==> config.mk <==
export PLATFORM = sky130hd
export DESIGN_NAME = retire_freelist
export DESIGN_NICKNAME = d
export VERILOG_FILES = /design/src/rtl/retire_freelist_pkg.sv /design/src/rtl/retire_freelist_rrat.sv /design/src/rtl/retire_freelist.sv
export SDC_FILE = /design/constraint.sdc
export NUM_CORES = 2
export LEC_CHECK = 0
export ABC_CLOCK_PERIOD_IN_PS = 3800
export CORE_ASPECT_RATIO = 0.8
export CORE_MARGIN = 1
export CORE_UTILIZATION = 25
export DETAILED_ROUTE_END_ITERATION = 10
export DONT_BUFFER_PORTS = 1
export PLACE_DENSITY_LB_ADDON = 0.08
export REMOVE_ABC_BUFFERS = 1
export SYNTH_ARGS = -nofsm -noshare
export SYNTH_HDL_FRONTEND = slang
export SYNTH_SLANG_ARGS = --single-unit
==> constraint.sdc <==
create_clock -name clock -period 3.8 [get_ports clock]
set_input_delay 0.19 -clock clock [delete_from_list [all_inputs] [get_ports clock]]
set_output_delay 0.19 -clock clock [all_outputs]
set_load 0.02 [all_outputs]
==> src/rtl/retire_freelist_pkg.sv <==
// -----------------------------------------------------------------------------
// retire_freelist_pkg
// Shared sizing and types for the physical-register free list and retirement
// map. These are the same WAYS/PRF/REGS/PW values used by the ROB and rename
// map, so all three agree on PRN and ARN widths.
//   WAYS  superscalar width (dispatch and commit ports)
//   PRF   number of physical registers
//   REGS  number of architectural registers
//   FL    free-list depth (PRF - REGS); must be a power of two so the
//         pointers wrap naturally
//   PW    PRN width
// -----------------------------------------------------------------------------
package retire_freelist_pkg;

    localparam int WAYS = 3;
    localparam int PRF  = 64;
    localparam int REGS = 32;
    localparam int FL   = PRF - REGS;
    localparam int PW   = $clog2(PRF);
    localparam int AW   = 5;
    localparam int FLW  = $clog2(FL);
    localparam int NFW  = FLW + 1;

    typedef logic [PW-1:0]  prn_t;
    typedef logic [AW-1:0]  arn_t;
    typedef logic [FLW-1:0] fl_ptr_t;  // wraps mod FL by width alone
    typedef logic [NFW-1:0] fl_cnt_t;  // holds 0..FL inclusive

endpackage

==> src/rtl/retire_freelist_rrat.sv <==
// -----------------------------------------------------------------------------
// rrat_bypass
// Combinational lookup of the PRN each committing way supersedes. Normally that
// is the current architectural mapping, but when an earlier way in the same
// commit group writes the same ARN, the superseded PRN is that way's new PRN
// (the map update has not landed yet).
// Ports:
//   commit_valid  per-way commit valid
//   commit_ARN    per-way destination architectural register
//   commit_PRN    per-way destination physical register
//   rrat          current architectural map (registered, in the top)
//   old_prn       per-way superseded PRN
// -----------------------------------------------------------------------------
module rrat_bypass
    import retire_freelist_pkg::*;
(
    input  logic [WAYS-1:0] commit_valid,
    input  arn_t [WAYS-1:0] commit_ARN,
    input  prn_t [WAYS-1:0] commit_PRN,
    input  prn_t [REGS-1:0] rrat,
    output prn_t [WAYS-1:0] old_prn
);

    always_comb begin
        for (int j = 0; j < WAYS; j++) begin
            // NOTE: every output gets a value before any condition is tested,
            // so no path leaves it unassigned and no latch is inferred.
            old_prn[j] = rrat[commit_ARN[j]];
            // Ascending scan: the youngest earlier writer of this ARN wins.
            for (int i = 0; i < j; i++) begin
                if (commit_valid[i] && (commit_ARN[i] == commit_ARN[j])) begin
                    old_prn[j] = commit_PRN[i];
                end
            end
        end
    end

endmodule

==> src/rtl/retire_freelist.sv <==
// -----------------------------------------------------------------------------
// retire_freelist
// Physical-register free list plus retirement (architectural) map table.
// The free list is a circular buffer of FL PRNs with three pointers:
//   head   next PRN handed to dispatch
//   tail   next slot for a PRN returned by commit
//   retire oldest in-flight allocation not yet committed
// Slots [retire, head) are in flight, [head, tail) are free. On proc_nuke the
// in-flight span is reclaimed by moving head back to retire.
// Ports:
//   clock, reset     clock; synchronous active-high reset
//   alloc_req        per-way PRN request from dispatch
//   alloc_prn        per-way granted PRN (combinational)
//   alloc_valid      per-way grant (combinational)
//   commit_valid     per-way ROB commit valid
//   commit_ARN/PRN   per-way committed destination mapping
//   proc_nuke        mispredict flush
//   freed_prn        per-way superseded PRN (combinational)
//   freed_valid      per-way freed_prn valid
//   num_free         registered free PRN count
//   arch_map_out     registered architectural map
// -----------------------------------------------------------------------------
module retire_freelist
    import retire_freelist_pkg::*;
(
    input  logic            clock,
    input  logic            reset,
    input  logic [WAYS-1:0] alloc_req,
    output prn_t [WAYS-1:0] alloc_prn,
    output logic [WAYS-1:0] alloc_valid,
    input  logic [WAYS-1:0] commit_valid,
    input  arn_t [WAYS-1:0] commit_ARN,
    input  prn_t [WAYS-1:0] commit_PRN,
    input  logic            proc_nuke,
    output prn_t [WAYS-1:0] freed_prn,
    output logic [WAYS-1:0] freed_valid,
    output fl_cnt_t         num_free,
    output prn_t [REGS-1:0] arch_map_out
);

    prn_t            fl [FL];
    fl_ptr_t         head;
    fl_ptr_t         tail;
    fl_ptr_t         retire;
    prn_t [REGS-1:0] rrat;

    prn_t [WAYS-1:0] old_prn;
    fl_cnt_t         grants;
    fl_cnt_t         commits;
    fl_cnt_t         req_cnt;
    fl_ptr_t         commit_off [WAYS];

    rrat_bypass u_rrat_bypass (
        .commit_valid (commit_valid),
        .commit_ARN   (commit_ARN),
        .commit_PRN   (commit_PRN),
        .rrat         (rrat),
        .old_prn      (old_prn)
    );

    // Allocation: way i takes the slot after all lower requesting ways. Grants
    // therefore form a prefix of the requests, so head advances by the grant
    // count without leaving holes.
    always_comb begin
        // NOTE: running counts use blocking assignments so each loop iteration
        // sees the total accumulated by the lower ways in the same evaluation.
        grants  = '0;
        req_cnt = '0;
        for (int i = 0; i < WAYS; i++) begin
            alloc_prn[i]   = fl[head + fl_ptr_t'(req_cnt)];
            alloc_valid[i] = alloc_req[i] && (req_cnt < num_free) && !proc_nuke && !reset;
            grants  = grants + fl_cnt_t'(alloc_valid[i]);
            req_cnt = req_cnt + fl_cnt_t'(alloc_req[i]);
        end
    end

    // Commit: each valid way returns its superseded PRN at the next tail slot.
    always_comb begin
        commits = '0;
        for (int j = 0; j < WAYS; j++) begin
            commit_off[j]  = fl_ptr_t'(commits);
            freed_valid[j] = commit_valid[j] && !reset;
            freed_prn[j]   = commit_valid[j] ? old_prn[j] : '0;
            commits = commits + fl_cnt_t'(commit_valid[j]);
        end
    end

    always_ff @(posedge clock) begin
        if (reset) begin
            // NOTE: the free-list storage is reset, not just the pointers: the
            // initial contents (REGS..PRF-1) are the PRNs not covered by the
            // identity map and are handed out straight after reset.
            for (int i = 0; i < FL; i++) begin
                fl[i] <= prn_t'(REGS + i);
            end
            for (int i = 0; i < REGS; i++) begin
                rrat[i] <= prn_t'(i);
            end
            head     <= '0;
            tail     <= '0;
            retire   <= '0;
            num_free <= fl_cnt_t'(FL);
        end else begin
            // Same-ARN commits in one group: the later way's update is issued
            // last and wins, matching program order.
            for (int j = 0; j < WAYS; j++) begin
                if (commit_valid[j]) begin
                    fl[tail + commit_off[j]] <= old_prn[j];
                    rrat[commit_ARN[j]]      <= commit_PRN[j];
                end
            end
            tail   <= tail + fl_ptr_t'(commits);
            retire <= retire + fl_ptr_t'(commits);
            if (proc_nuke) begin
                // Everything past the post-commit retire pointer was
                // speculative; tail - retire == 0 mod FL, so all FL are free.
                head     <= retire + fl_ptr_t'(commits);
                num_free <= fl_cnt_t'(FL);
            end else begin
                head     <= head + fl_ptr_t'(grants);
                num_free <= num_free - grants + commits;
            end
        end
    end

    assign arch_map_out = rrat;

endmodule

Word level (Yosys, flattened, before mapping)
Memories as Yosys holds them, arrays and structs flattened. A register that Yosys moved wholly into a read port is not among the register bits.
Cells that the tools add are included.
{"block": "word_totals", "register_bits": 213, "ramBits": 192, "input_bits": 42, "output_inout_bits": 240, "word_cells": 135, "mem_count": 1}
{"block": "classes", "addsub": 14, "magnitude_cmp": 9, "n_eq_ne": 3, "mux": 48, "n_reduce_logical": 24}
{"memory": "fl", "words": 32, "width": 6, "read_ports": 3, "rd_ports_with_merged_regs": 1, "wr": 32, "line_no": "retire_freelist.sv:41", "rtl": "prn_t fl [FL];"}
{"cell": "192-bit 2-to-1 mux", "count": 5}
{"cell": "192-bit bitwise mux", "count": 3}
{"cell": "6-bit binary-select mux with 5-bit select", "count": 3}
{"cell": "6-bit demux with 5-bit select", "count": 3}
{"cell": "6-bit 2-to-1 mux", "count": 15}
{"cell": "5-bit 2-to-1 mux", "count": 5}
{"cell": "1-bit logical AND", "count": 18}
{"cell": "5-bit by 6-bit less-than comparator with 1-bit output (second input constant)", "count": 3}
{"cell": "6-bit OR reduction", "count": 3}
{"cell": "5-bit by 3-bit adder with 5-bit output", "count": 3}
{"cell": "5-bit equality test", "count": 3}
{"cell": "5-bit by 1-bit greater-or-equal comparator with 1-bit output (second input constant)", "count": 3}
{"cell": "1-bit 2-to-1 mux", "count": 14}
{"cell": "5-bit by 1-bit adder with 5-bit output", "count": 2}
{"cell": "5-bit by 2-bit adder with 5-bit output", "count": 2}
{"cell": "1-bit by 1-bit adder with 2-bit output", "count": 3}
{"cell": "2-bit by 1-bit adder with 3-bit output", "count": 2}
{"cell": "6-bit by 3-bit adder with 6-bit output", "count": 1}
{"cell": "1-bit by 6-bit less-than comparator with 1-bit output", "count": 1}
{"cell": "1-bit by 6-bit less-than comparator with 1-bit output (first input constant)", "count": 1}
{"cell": "2-bit by 6-bit less-than comparator with 1-bit output", "count": 1}
{"cell": "6-bit by 3-bit subtractor with 6-bit output", "count": 1}
{"cell": "1-bit zero test", "count": 2}
{"cell": "2-bit OR reduction", "count": 1}

Longest topological paths before layout
{"block": "logic_depth", "ltp_word": 12, "ltp_mapped": 14, "depth_no_buf": 14}

Cells and area by module
From an unflattened synthesis, not the netlist that was laid out.
{"block": "unflattened", "hier_cells": 3598, "area_unflattened_um2": 34010.1}
{"mod": "retire_freelist", "n_inst": 1, "cells_per_inst": 3233, "area_per_inst_um2": 29132.9, "seq_area_each_um2": 10029.6}
{"mod": "rrat_bypass", "n_inst": 1, "cells_per_inst": 365, "area_per_inst_um2": 4877.2, "seq_area_each_um2": 0.0}

Worst setup path before layout
Ideal clock, no wire load.
{"block": "synth_timing", "kind": "register to register", "start": "register num_free[4]", "end": "register num_free[5]", "setup_time_ps": 132, "t_arrival_ps": 3240, "required_time_ps": 3668, "setup_slack_ps": 429, "path_stages_with_launch": 15, "n_path_buf": 0, "period_less_slack_ps": 3371, "cell_sequence": "dfxtp_1 -> inv_1 -> ha_1 -> nand3_1 -> o311a_1 -> fa_1 -> fa_1 -> inv_1 -> ha_1 -> a21o_1 -> a21oi_1 -> o21bai_1 -> a21oi_1 -> xnor2_1 -> nand2_1"}
{"block": "synth_between", "elab_chain_cells": 8, "elab_cells_between_ends": 16}
{"item": "from (decl)", "line_no": "retire_freelist.sv:37", "rtl": "output fl_cnt_t num_free,"}
{"item": "from (signal assigned)", "line_no": "retire_freelist.sv:102", "rtl": "num_free <= fl_cnt_t'(FL);"}
{"item": "from (signal assigned)", "line_no": "retire_freelist.sv:118", "rtl": "num_free <= fl_cnt_t'(FL);"}
{"item": "from (signal assigned)", "line_no": "retire_freelist.sv:121", "rtl": "num_free <= num_free - grants + commits;"}
{"item": "1-bit by 6-bit less-than comparator with 1-bit output", "line_no": "retire_freelist.sv:71", "rtl": "alloc_valid[i] = alloc_req[i] && (req_cnt < num_free) && !proc_nuke && !reset;"}
{"item": "1-bit logical AND (3 in series)", "line_no": "retire_freelist.sv:71"}
{"item": "net alloc_valid[1]", "line_no": "retire_freelist.sv:30", "rtl": "output logic [WAYS-1:0] alloc_valid,"}
{"item": "1-bit by 1-bit adder with 2-bit output", "line_no": "retire_freelist.sv:72", "rtl": "grants = grants + fl_cnt_t'(alloc_valid[i]);"}
{"item": "2-bit by 1-bit adder with 3-bit output", "line_no": "retire_freelist.sv:72"}
{"item": "6-bit by 3-bit subtractor with 6-bit output", "line_no": "retire_freelist.sv:121"}
{"item": "6-bit by 3-bit adder with 6-bit output", "line_no": "retire_freelist.sv:121"}
The timed path passes the listed nets, and every way through them passes these cells.
A chain may end at the register's enable or synchronous reset.

==> impl_results.md <==
- Largest family of logic cells by synthesized area: multiplexers
- Unrepaired setup endpoints after global routing: no
- Area Growth Syn to Fin: 14.8%
- Core Box Area: about 130,000 µm²
- Die height: 331 µm
- XOR/XNOR share of the synthesized area: 0.00930
- Mux cell area share after synthesis: 0.264
- Endpoints failing setup: 0
- Worst Path Max Fanout: 30
- Critical R2R Capture: num_free[5]
- Setup WS post-layout: 0.0260 ns
- Clock skew: about 0.07 ns
- CP bufs+invs: 1
- Reg clk slew, reported paths: ~0.070 ns
- Fin crit period: ~3.8 ns
- Leading cell type in the layout, fill and taps excluded: mux2i_1
- Largest net degree at the start of global routing: 210
- Most frequent cells in the layout: mux2i_1 (489), nor2_1 (358), a21oi_1 (217)
- Max stage delay on crit path: roughly 0.48 ns
- Async SR Flop Fraction: 0
- 1st-iter DRT viols: 4,653
- TNS Setup: 0 ns
- #FFs+latches synth: 405
- Number of clock sinks: 405
- Final Max Tran Viols: 109
- Worst r2r path cells: 14
- EDFF count, synth: 192
- Leakage: 0.0134 µW
- Max-cap violation count: 0
- WL final: 214 mm
- Count of final hold-check violations: 0
- Critical path origin: head[1]
- Placed Cells: 5,115
- Failing checks: slew limit
- Distinct cells, synth: 81
- Worst hold slack: approximately 0.027 ns
- GRT overflow: 0
- Total GRT Usage: 0.303
- Critical-path top delay cell: dfxtp_2
- Worst endpoint required time: 3.61 ns
- Global-route wire length before repair: 288 mm
- Synth Area in Compound Gates: 0.218
- Fin nets: 3,559
- Stages on the worst setup path: 7
- Power Total: 16,400 µW
- H-tree depth: 2
- Synth Area in Adders: 0.0154
- Peak Freq: between 200 and 300 MHz
- Longest Clk Path Bufs: 3
- Num rows: 120
- Critical Path AT: approximately 3.6 ns
- Initial antenna violation count: 15
- Fin crit share: 0.993
- Post-synthesis simple-gate area fraction: 0.138
- Warnings, synthesis: 0
- Post-synthesis cell count: between 3,000 and 4,000
- Vias in the first global route: 31,600
- TritonRoute pass-1 iters: 9
- Dominant synthesized flop cell: dfxtp_1
- Syn avg cell area: 9.57 µm²
- Clk_lat worst skew: 0.70 ns
- Layout filler cell count: 14,000
- Share of layout cells above drive strength 1: 0.170
- Max_slew headroom: -0.179
- Post-route ant nets: 0
- Drt wl/cell: 40.5 µm
- Reg2Reg Setup Slack: about 0.4 ns
- Non-filler cells, final: 5,293
- Cell Pwr Density: around 420 nW/µm²
- Crit path kind: register to output port
- Via count: 34,300
- Synthesized cell area: 33,900 µm²
- Share of the yosys chip area belonging to registers: 0.296
- CTS tree: done
- RD Place Congestion: between 0.9 and 1
- Status: finished with violations
- CP top delay family: multiplexers
- RR Startpoint: num_free[4]
- Starting density of the core: 0.253
- TritonCTS Buffers: 55
- Peak VDD IR: 0.000370 V
- Residual DRC count: 0
- Kind of end point of the critical path: output port
- Root buffer cell: clkbuf_16
- Worst path cell trace: xor2_1 -> ha_4 -> buf_12 -> mux4_2 -> mux2i_1 -> a21oi_1 -> mux2_2
- Worst Max-Slew Pin Slew: ~1.8 ns
- Input/output buffers: 0
- Startpoint types: register
- Die ar.: 137,000 µm²
- I/O Pins: approximately 280
- Worst Hold Class: primary input to register
- Die Span X: 414 µm
- Vias per cell: 6.47
- Dpl ws: 0.356 ns
- End point of the critical path: alloc_prn[17]
- DPL Wire Length: 147 mm
## stage by stage
step,area (µm²),utilization
2_1_floorplan,32000,-
3_3_place_gp,36000,0.268
3_5_place_dp,36000,0.268
4_1_cts,38900,0.290
5_1_grt,38900,0.290
6_report,38900,0.290
## layer usage
layer	share of wire	global-route usage	vias to the layer above
met4	0.033	0.0895	10
li1	-	-	13800
met1	0.45	0.451	17700
met2	0.39	0.403	2353
met3	0.13	0.101	370
met5	0.00035	0	-
## timing repair
item	4_1_cts	5_1_grt
resized for setup	3	1
hold buffers	66	0
pin swaps	2	1
endpoints found under the hold margin	224	0
setup endpoints to repair	8	3
setup buffers	7	4
## synthesized netlist by cell type, types with 20 or more instances
cell / count / area [µm²]
mux2i_1: 489 / 4890
nor2_1: 358 / 1340
a21oi_1: 218 / 1090
clkbuf_1: 217 / 815
dfxtp_1: 213 / 4260
nand2_1: 194 / 728
edfxtp_1: 192 / 5770
mux4_2: 170 / 3830
a211o_1: 150 / 1310
o22ai_1: 144 / 901
a211oi_1: 137 / 1030
o221ai_1: 111 / 972
buf_2: 103 / 515
o21ai_0: 102 / 510
a221oi_1: 56 / 490
nand3_1: 53 / 265
nor3_1: 52 / 260
nor2b_1: 32 / 200
or4_1: 32 / 240
nor4_1: 30 / 188
buf_6: 29 / 327
ha_1: 29 / 363
inv_1: 27 / 101
buf_1: 25 / 93.8
a22oi_1: 23 / 173
and2_1: 21 / 131
mux2_2: 20 / 225
## flip-flops by register name (all words and copies together) (netlist names)
name          flops
tail              5
retire            5
head              5
arch_map_out    192
fl              192
num_free          6
## worst min-delay path by stage
stage          slack, ns           from  cells after the start                end
6_report            0.03          reset                      1           fl[0][3]
5_1_grt             0.02          reset                      1           fl[0][3]
4_1_cts            0.004  commit_PRN[6]                      4   arch_map_out[12]
3_5_place_dp        0.27      proc_nuke                      1        num_free[4]
3_3_place_gp        0.27      proc_nuke                      1        num_free[4]
2_1_floorplan       0.26          reset                      1  arch_map_out[103]
## where the power goes
part | total [µW] | internal (µW) | leakage [µW] | switching, µW
clock network | 5380 | 3010 | 0.000834 | 2370
registers | 5160 | 4800 | 0.00333 | 357
logic | 5910 | 2160 | 0.00927 | 3740
total | 16400 | 9970 | 0.0134 | 6470
## kinds of logic (layout without fill, tap and decap cells)
logic type,Yosys count,in the layout
compound gates,1037,1037
simple gates,924,924
mux,679,679
buf+inv,424,401
flops,405,405
fa+ha+maj,37,37
xor+xnor,36,36
other cells,0,5
## cell type report
class | count | area (µm²) | area share
repair buffers | 277 | 2840 | 0.0729
inverters | 28 | 105 | 0.00270
diodes | 5 | 12.5 | 0.000322
clock buffers | 66 | 1430 | 0.0367
multi-input cells | 2713 | 22000 | 0.565
clock inverters | 30 | 317 | 0.00813
well taps | 1769 | 2210 | 0.0569
flip-flops and latches | 405 | 10000 | 0.258
(Power assumes the default switching activity.)
